$ cat src/rtl/axis_packet_fifo.sv
// AXI-Stream FIFO with per-beat sideband storage, cut-through or store-and-forward output,
// and a deadlock release that lets a packet larger than the buffer drain in store-and-forward mode.
module axis_packet_fifo #(
    parameter int DATA_WIDTH  = 64,
    parameter int DEST_WIDTH  = 1,
    parameter int DEPTH       = 16,
    parameter int PACKET_MODE = 0
) (
    input  logic                      clk,
    input  logic                      rst,
    input  logic                      s_valid,
    output logic                      s_ready,
    input  logic [DATA_WIDTH-1:0]     s_data,
    input  logic [DATA_WIDTH/8-1:0]   s_keep,
    input  logic                      s_last,
    input  logic [DEST_WIDTH-1:0]     s_dest,
    output logic                      m_valid,
    input  logic                      m_ready,
    output logic [DATA_WIDTH-1:0]     m_data,
    output logic [DATA_WIDTH/8-1:0]   m_keep,
    output logic                      m_last,
    output logic [DEST_WIDTH-1:0]     m_dest,
    output logic [$clog2(DEPTH):0]    count,
    output logic [$clog2(DEPTH):0]    pkt_count,
    output logic                      oversize
);

    localparam int AW       = $clog2(DEPTH);
    localparam int KW       = DATA_WIDTH / 8;
    localparam int LAST_BIT = DATA_WIDTH + KW;
    localparam int BW       = LAST_BIT + 1 + DEST_WIDTH;
    localparam logic [AW:0] FULL_COUNT = (AW + 1)'(DEPTH);

    logic [BW-1:0] mem [DEPTH];

    logic [AW-1:0] wr_ptr_reg;
    logic [AW-1:0] rd_ptr_reg;
    logic [AW-1:0] rd_addr;
    logic [AW:0]   count_reg;
    logic [AW:0]   count_next;
    logic [AW:0]   pkt_count_reg;
    logic [AW:0]   pkt_count_next;
    logic          s_ready_reg;
    logic          s_ready_next;
    logic          release_reg;
    logic          release_next;
    logic          oversize_reg;
    logic          oversize_next;
    logic          bypass_sel_reg;
    logic          bypass_sel_next;

    logic [BW-1:0] s_beat;
    logic [BW-1:0] ram_q_reg;
    logic [BW-1:0] bypass_reg;
    logic [BW-1:0] head;
    logic [BW-1:0] head_out;
    logic          head_last;
    logic          m_valid_int;
    logic          wr_en;
    logic          rd_en;
    logic          wr_last;
    logic          rd_last;

    assign s_beat    = {s_dest, s_last, s_keep, s_data};
    assign s_ready   = s_ready_reg && !rst;
    assign wr_en     = s_valid && s_ready;
    assign m_valid   = m_valid_int && !rst;
    assign rd_en     = m_valid && m_ready;
    assign wr_last   = wr_en && s_last;
    assign rd_last   = rd_en && head_last;

    // The RAM is read one cycle ahead at the address the head will occupy next cycle;
    // a beat written into that same slot is forwarded from a side register instead.
    assign rd_addr         = rd_ptr_reg + AW'(rd_en);
    assign bypass_sel_next = wr_en && (wr_ptr_reg == rd_addr);

    assign head      = bypass_sel_reg ? bypass_reg : ram_q_reg;
    assign head_last = head[LAST_BIT];
    assign head_out  = rst ? '0 : head;

    genvar gi;
    for (gi = 0; gi < KW; gi++) begin : g_lane
        assign m_data[gi*8 +: 8] = head_out[gi*8 +: 8];
        assign m_keep[gi]        = head_out[DATA_WIDTH + gi];
    end
    assign m_last = head_out[LAST_BIT];
    assign m_dest = head_out[BW-1 -: DEST_WIDTH];

    if (PACKET_MODE != 0) begin : g_store_forward
        assign m_valid_int = (count_reg != '0) && ((pkt_count_reg != '0) || release_reg);
    end else begin : g_cut_through
        assign m_valid_int = (count_reg != '0);
    end

    assign count     = count_reg;
    assign pkt_count = pkt_count_reg;
    assign oversize  = oversize_reg;

    always_comb begin
        count_next     = count_reg;
        pkt_count_next = pkt_count_reg;
        release_next   = release_reg;
        oversize_next  = oversize_reg;

        case ({wr_en, rd_en})
            2'b10:   count_next = count_reg + 1'b1;
            2'b01:   count_next = count_reg - 1'b1;
            default: count_next = count_reg;
        endcase

        case ({wr_last, rd_last})
            2'b10:   pkt_count_next = pkt_count_reg + 1'b1;
            2'b01:   pkt_count_next = pkt_count_reg - 1'b1;
            default: pkt_count_next = pkt_count_reg;
        endcase

        // A full buffer with no complete packet can never make progress on its own.
        if ((PACKET_MODE != 0) && (count_reg == FULL_COUNT) && (pkt_count_reg == '0)) begin
            release_next  = 1'b1;
            oversize_next = 1'b1;
        end else if (rd_last) begin
            release_next = 1'b0;
        end

        s_ready_next = (count_next < FULL_COUNT);
    end

    always_ff @(posedge clk) begin
        if (rst) begin
            wr_ptr_reg     <= '0;
            rd_ptr_reg     <= '0;
            count_reg      <= '0;
            pkt_count_reg  <= '0;
            s_ready_reg    <= 1'b1;
            release_reg    <= 1'b0;
            oversize_reg   <= 1'b0;
            bypass_sel_reg <= 1'b0;
            bypass_reg     <= '0;
        end else begin
            if (wr_en) begin
                wr_ptr_reg <= wr_ptr_reg + 1'b1;
            end
            rd_ptr_reg     <= rd_addr;
            count_reg      <= count_next;
            pkt_count_reg  <= pkt_count_next;
            s_ready_reg    <= s_ready_next;
            release_reg    <= release_next;
            oversize_reg   <= oversize_next;
            bypass_sel_reg <= bypass_sel_next;
            bypass_reg     <= s_beat;
        end
    end

    always_ff @(posedge clk) begin
        if (wr_en) begin
            mem[wr_ptr_reg] <= s_beat;
        end
        ram_q_reg <= mem[rd_addr];
    end

endmodule

$ cat config.mk
export PLATFORM = sky130hd
export DESIGN_NAME = axis_packet_fifo
export DESIGN_NICKNAME = d
export VERILOG_FILES = /design/src/rtl/axis_packet_fifo.sv
export SDC_FILE = /design/constraint.sdc
export NUM_CORES = 1
export LEC_CHECK = 0
export CORE_MARGIN = 10
export CORE_UTILIZATION = 35
export DETAILED_ROUTE_END_ITERATION = 16
export HOLD_SLACK_MARGIN = 0.1
export PLACE_DENSITY = 0.56
export SLEW_MARGIN = 10
export SYNTH_ARGS = -nofsm -noshare
export SYNTH_HDL_FRONTEND = slang
export SYNTH_SLANG_ARGS = --single-unit
$ cat constraint.sdc
create_clock -name clk -period 19.2 [get_ports clk]
set_input_delay 3.84 -clock clk [delete_from_list [all_inputs] [get_ports clk]]
set_output_delay 3.84 -clock clk [all_outputs]
set_load 0.03 [all_outputs]
# After elaboration in Yosys (flattened, before gate mapping)
# Memory sizes are Yosys's and may differ from the RTL's. A register that Yosys moved wholly into a read port is not among the register bits.
# Cells that the tools add are included.
[classes]
mul = 0
order_cmp = 1
n_reduce_logical = 10
n_addsub = 6
shifts = 0
bitwise = 0
muxes = 6
n_div = 0
n_eq_ne = 5
[op_table]
columns = ["operator", "n"]
rows = [
  ["two-way mux 74 bit", 2],
  ["one-hot mux 5 bit (2 select lines)", 2],
  ["adder 5 x 1 -> 5 bit, second input constant", 2],
  ["subtractor 5 x 1 -> 5 bit, second input constant", 2],
  ["logical AND 1 bit", 7],
  ["< comparator 5 bit, second input constant", 1],
  ["nonzero test 5 bit", 1],
  ["adder 4 x 1 -> 4 bit", 1],
  ["adder 4 x 1 -> 4 bit, second input constant", 1],
  ["equality test 2 x 1 -> 1 bit, second input constant", 2],
  ["equality test 2 bit, second input constant", 2],
  ["equality test 4 bit", 1],
  ["two-way mux 1 bit", 2],
  ["nonzero test 2 bit", 1],
  ["zero test 1 bit", 1],
]
[totals]
mem_bits_rw = 1184
n_memories = 1
mem_bits_ro = 0
in_bits = 78
output_inout_bits = 87
regBits = 94
latch_bits = 0
[mem_list]
columns = ["memory", "words", "width", "read_ports", "rd_clocked_by_memory_dff", "write_ports", "line_no", "text"]
rows = [
  ["mem", 16, 74, 1, 1, 1, "34", "logic [BW-1:0] mem [DEPTH];"],
]

# Depth between registers and ports, before layout
[depth]
ltp_word = 6
ltp_mapped = 14
ltp_nobuf = 12

# Worst setup path before layout
# No wires, ideal clock.
[synth_timing]
kind = "input to register"
from = "input port rst"
to = "memory mem[0][0] (netlist name) (enable)"
cell_stages = 6
arrival_time_ns = 10.200
n_path_buf = 2
t_required_ns = 18.603
setup_slack_ns = 8.403
cell_sequence = "clkbuf_1 -> nor2b_1 -> and2_1 -> clkbuf_1 -> nand2_1 -> nor3_1"
[synth_via]
elab_chain_len = 5
[synth_lines]
columns = ["item", "line_no", "text"]
rows = [
  ["start: declaration", "10", "input logic rst,"],
  ["zero test 1 bit", "65", "assign s_ready = s_ready_reg && !rst;"],
  ["logical AND 1 bit", "65", ""],
  ["via s_ready", "12", "output logic s_ready,"],
  ["logical AND 1 bit", "66", "assign wr_en = s_valid && s_ready;"],
  ["two-way mux 1 bit", "155", "if (wr_en) begin"],
  ["two-way mux 1 bit (not written as such)", "156", "mem[wr_ptr_reg] <= s_beat;"],
  ["end: declaration", "34", ""],
]
# The timed path passes the listed nets, and every way through them passes these cells.

# Worst setup path in the final report
[layout_timing]
from = "input port rst"
to = "output port m_data[12]"
[layout_via]
elab_chain_len = 1
[layout_lines]
columns = ["item", "line_no", "text"]
rows = [
  ["two-way mux 74 bit", "79", "assign head_out = rst ? '0 : head;"],
  ["end: declaration", "19", "output logic [DATA_WIDTH-1:0] m_data,"],
]
# Every way passes these cells.

==> flow_summary.ini <==
[outcome]
outcome = completed

[routing]
drtIter0Drc = 2228
first_pass_iters = 5
drc_errors = 0
antenna_left = 0
wl_per_cell_um = 26.60
via_count = 22580
wl_um = 118200
drt-vias-per-instance = 5.081

[setup_path]
worstPathRequired_ns = 15.36
critPathArrivalTime_ns = 6.11
path_common_cell = buf_4
worstSetupEndpointType = output port
r2r_end = ram_q_reg[32]$_DFF_P_
r2r_cells = 8
reg2reg_from = count[3]$_SDFFE_PP0P_
r2r_slack_ns = 14.67
cp_num_buf_inv = 4
critPathMaxFanout = 44
worstSetupPathType = in -> out
slowest_delay_ns = 0.63
path_cells = buf_6 > buf_4 > buf_4 > nor2_1 > clkdlybuf4s50_1
critPathSlowestCell = clkdlybuf4s50_1
crit_path_start_kind = input pin
cpLargestDelayFamily = buffers and inverters

[synth]
ys_seq_area_share_pct = 77.49
yosys_register_bits = 1352
synth_cell_types = 39
synth_area_mm2 = 0.05022
ys_warn_count = 0
synth_fp_nets = 2282
synth_cells = 2189
synth.avg_cell_area_um2 = 22.94

[sta]
slew_violations = 0
rsz0062_at_grt = false
fin_crit_sh_pct = 51.80
report.final.hold_viol_count = 0
finClkSkew_ns = 0.02854
fmax_ghz = 0.1005
max_slew.worst_pin.slew_ns = 1.145
slew_headroom_pct = 23.52
fin_tns_setup_ns = 0
setup_viol = 0
fin_ws_ns = 9.254
finalCriticalPeriod_ns = 9.946

[min_path]
holdCritPathClass = reg -> reg
worstHoldStart = pkt_count[4]$_SDFFE_PP0P_
hold_path_end = pkt_count[4]$_SDFFE_PP0P_
hold_depth = 2

[clock_network]
clockBufferDepth = 3
numCtsBuffers = 142
clk_pin_slew_ns = 0.06
root_buffer = clkbuf_16
cts_max_level = 4
cts_tree = done
holdBufCountCts = 0
clock_latency_ns = 0.77
cts_setup_buffers = 0
cts_resized = 0
cts_num_sinks = 1352

[place]
placed_cell_area_mm2 = 0.05414
placed_cells = 4178
gp_congestion = 0.7099
port_buffers = 163
dp_slack_ns = 9.202
dp_hpwl_um = 60550

[global_routing]
grt_max_degree = 104
grt_pass1_vias = 24320
grt_first_pass_wirelength_um = 171400
track_usage_pct = 14.83
antenna_found_initial = 13
grt_overflow = 0

[finish]
largest_reg_flops = 1184
drive_gt1_share_pct = 25.15
fin_util_pct = 41.29
instances_no_fill = 4443
final_area_mm2 = 0.05868
num-nets-final = 2525
final_cell_mix = edfxtp_1 (1,184), mux4_2 (370), dfxtp_1 (167), clkdlybuf4s50_1 (162), clkbuf_16 (143)
mostFrequentLayoutCell = edfxtp_1
area_growth_pct = 16.83
n_fill_cell = 12210

[floorplanning]
die_h_um = 398.8
core-area_mm2 = 0.1421
die-area_mm2 = 0.1590
dieWidth_um = 398.8
ioPinCount = 165
start_util_pct = 35.34
rows = 138

[run]
maxCapViolCount = 0

[power_and_ir_drop]
p_per_area_mw_per_mm2 = 110.9
p_int_mw = 5.077
p_sw_share_pct = 22.00
p_leak_nw = 18.17
switchingPower_mw = 1.432
seq_power_share_pct = 50.4
ir_worst_vdd_uv = 65.57
p_comb_share_pct = 8.8
clkPwrFrac_pct = 40.8
kinds of logic (layout without fill, tap and decap cells):
group	count (synthesis)	count (layout)	share of synthesized area [%]
adders and majority gates	15	15	0.3886
other	1	5	0.007467
muxes	448	448	18.15
DFF	1352	1352	77.49
buffers and inverters	124	484	1.360
and+or+nand+nor	214	214	2.090
AOI/OAI and AO/OA	19	19	0.2367
xor gates and xnor gates	16	16	0.2790
per-stage QoR:
step                hold WS (ns)  total power, mW
floorplan                 0.5444            3.747
global placement          0.5011            3.921
detailed placement        0.5103            3.931
CTS                       0.5240            6.595
global route              0.5479            6.745
finish                    0.5128            6.509
layer usage:
layer	vias up	track usage, %	wire (um)
met4	6	4.119	2315
met2	671	24.82	59290
met3	145	2.725	7145
met1	12210	19.78	49400
met5	-	0	34
li1	9543	-	-
tightest hold or removal path, cell delays in order (launching register included):
cell and delay (ns):
dfxtp_1 0.34, xor2_1 0.07, nor2_1 0.07
cell usage after synthesis:
| master | n | area (um2) |
|---|---|---|
| nand4_1 | 1 | 6.260 |
| buf_2 | 21 | 105.1 |
| nand2_1 | 8 | 30.03 |
| mux2_1 | 1 | 11.26 |
| inv_2 | 2 | 7.510 |
| conb_1 | 1 | 3.750 |
| nor2b_1 | 81 | 506.7 |
| nor3_1 | 7 | 35.03 |
| nand3_1 | 3 | 15.01 |
| edfxtp_1 | 1184 | 35550 |
| and2_1 | 2 | 12.51 |
| xor2_1 | 9 | 78.83 |
| nor2_1 | 104 | 390.4 |
| a21o_1 | 2 | 15.01 |
| a21oi_1 | 7 | 35.03 |
| buf_1 | 18 | 67.56 |
| o31ai_1 | 1 | 7.510 |
| o21ai_1 | 3 | 15.01 |
| a22oi_1 | 1 | 7.510 |
| a31o_1 | 1 | 8.760 |
| nor3b_1 | 2 | 15.01 |
| xnor2_1 | 7 | 61.31 |
| a211o_1 | 1 | 8.760 |
| clkbuf_1 | 52 | 195.2 |
| o21ai_0 | 1 | 5.000 |
| buf_4 | 1 | 7.510 |
| mux4_2 | 370 | 8333 |
| buf_6 | 25 | 281.5 |
| nand3b_1 | 1 | 7.510 |
| fa_1 | 1 | 20.02 |
| nand2b_1 | 3 | 18.77 |
| ha_1 | 14 | 175.2 |
| inv_1 | 5 | 18.77 |
| dfxtp_1 | 168 | 3363 |
| or3_1 | 1 | 6.260 |
| o21a_1 | 1 | 7.510 |
| mux2i_1 | 77 | 770.7 |
| nor4_1 | 1 | 6.260 |
| a32oi_1 | 1 | 8.760 |
layout make-up:
cell class,instances,area [um2],area share [%]
sequential,1352,38920,66.33
multi-input combinational,713,10780,18.38
clock buffer,197,3881,6.615
tap,1890,2365,4.030
timing repair buffer,216,2043,3.482
clock inverter,64,644.4,1.098
inverter,7,26.28,0.04478
antenna,4,10.01,0.01706
power groups by stage:
stage	Combinational, mW	Sequential (mW)	Clock [mW]
after global routing	0.619	3.28	2.84
after CTS	0.591	3.28	2.72
after global placement	0.581	3.34	0
after floorplan	0.418	3.33	0
after detailed placement	0.589	3.34	0
final	0.572	3.28	2.66
worst max path at each step:
stage | start | to | slack, ns | depth (start not counted)
floorplan | rst | mem[0][0]$_DFFE_PP_ | 8.40 | 6
global placement | rst | m_data[28] | 9.27 | 5
detailed placement | rst | m_data[12] | 9.20 | 5
CTS | rst | m_data[12] | 9.20 | 5
global route | rst | m_data[12] | 9.07 | 5
finish | rst | m_data[12] | 9.25 | 5
(Power assumes the default switching activity.)
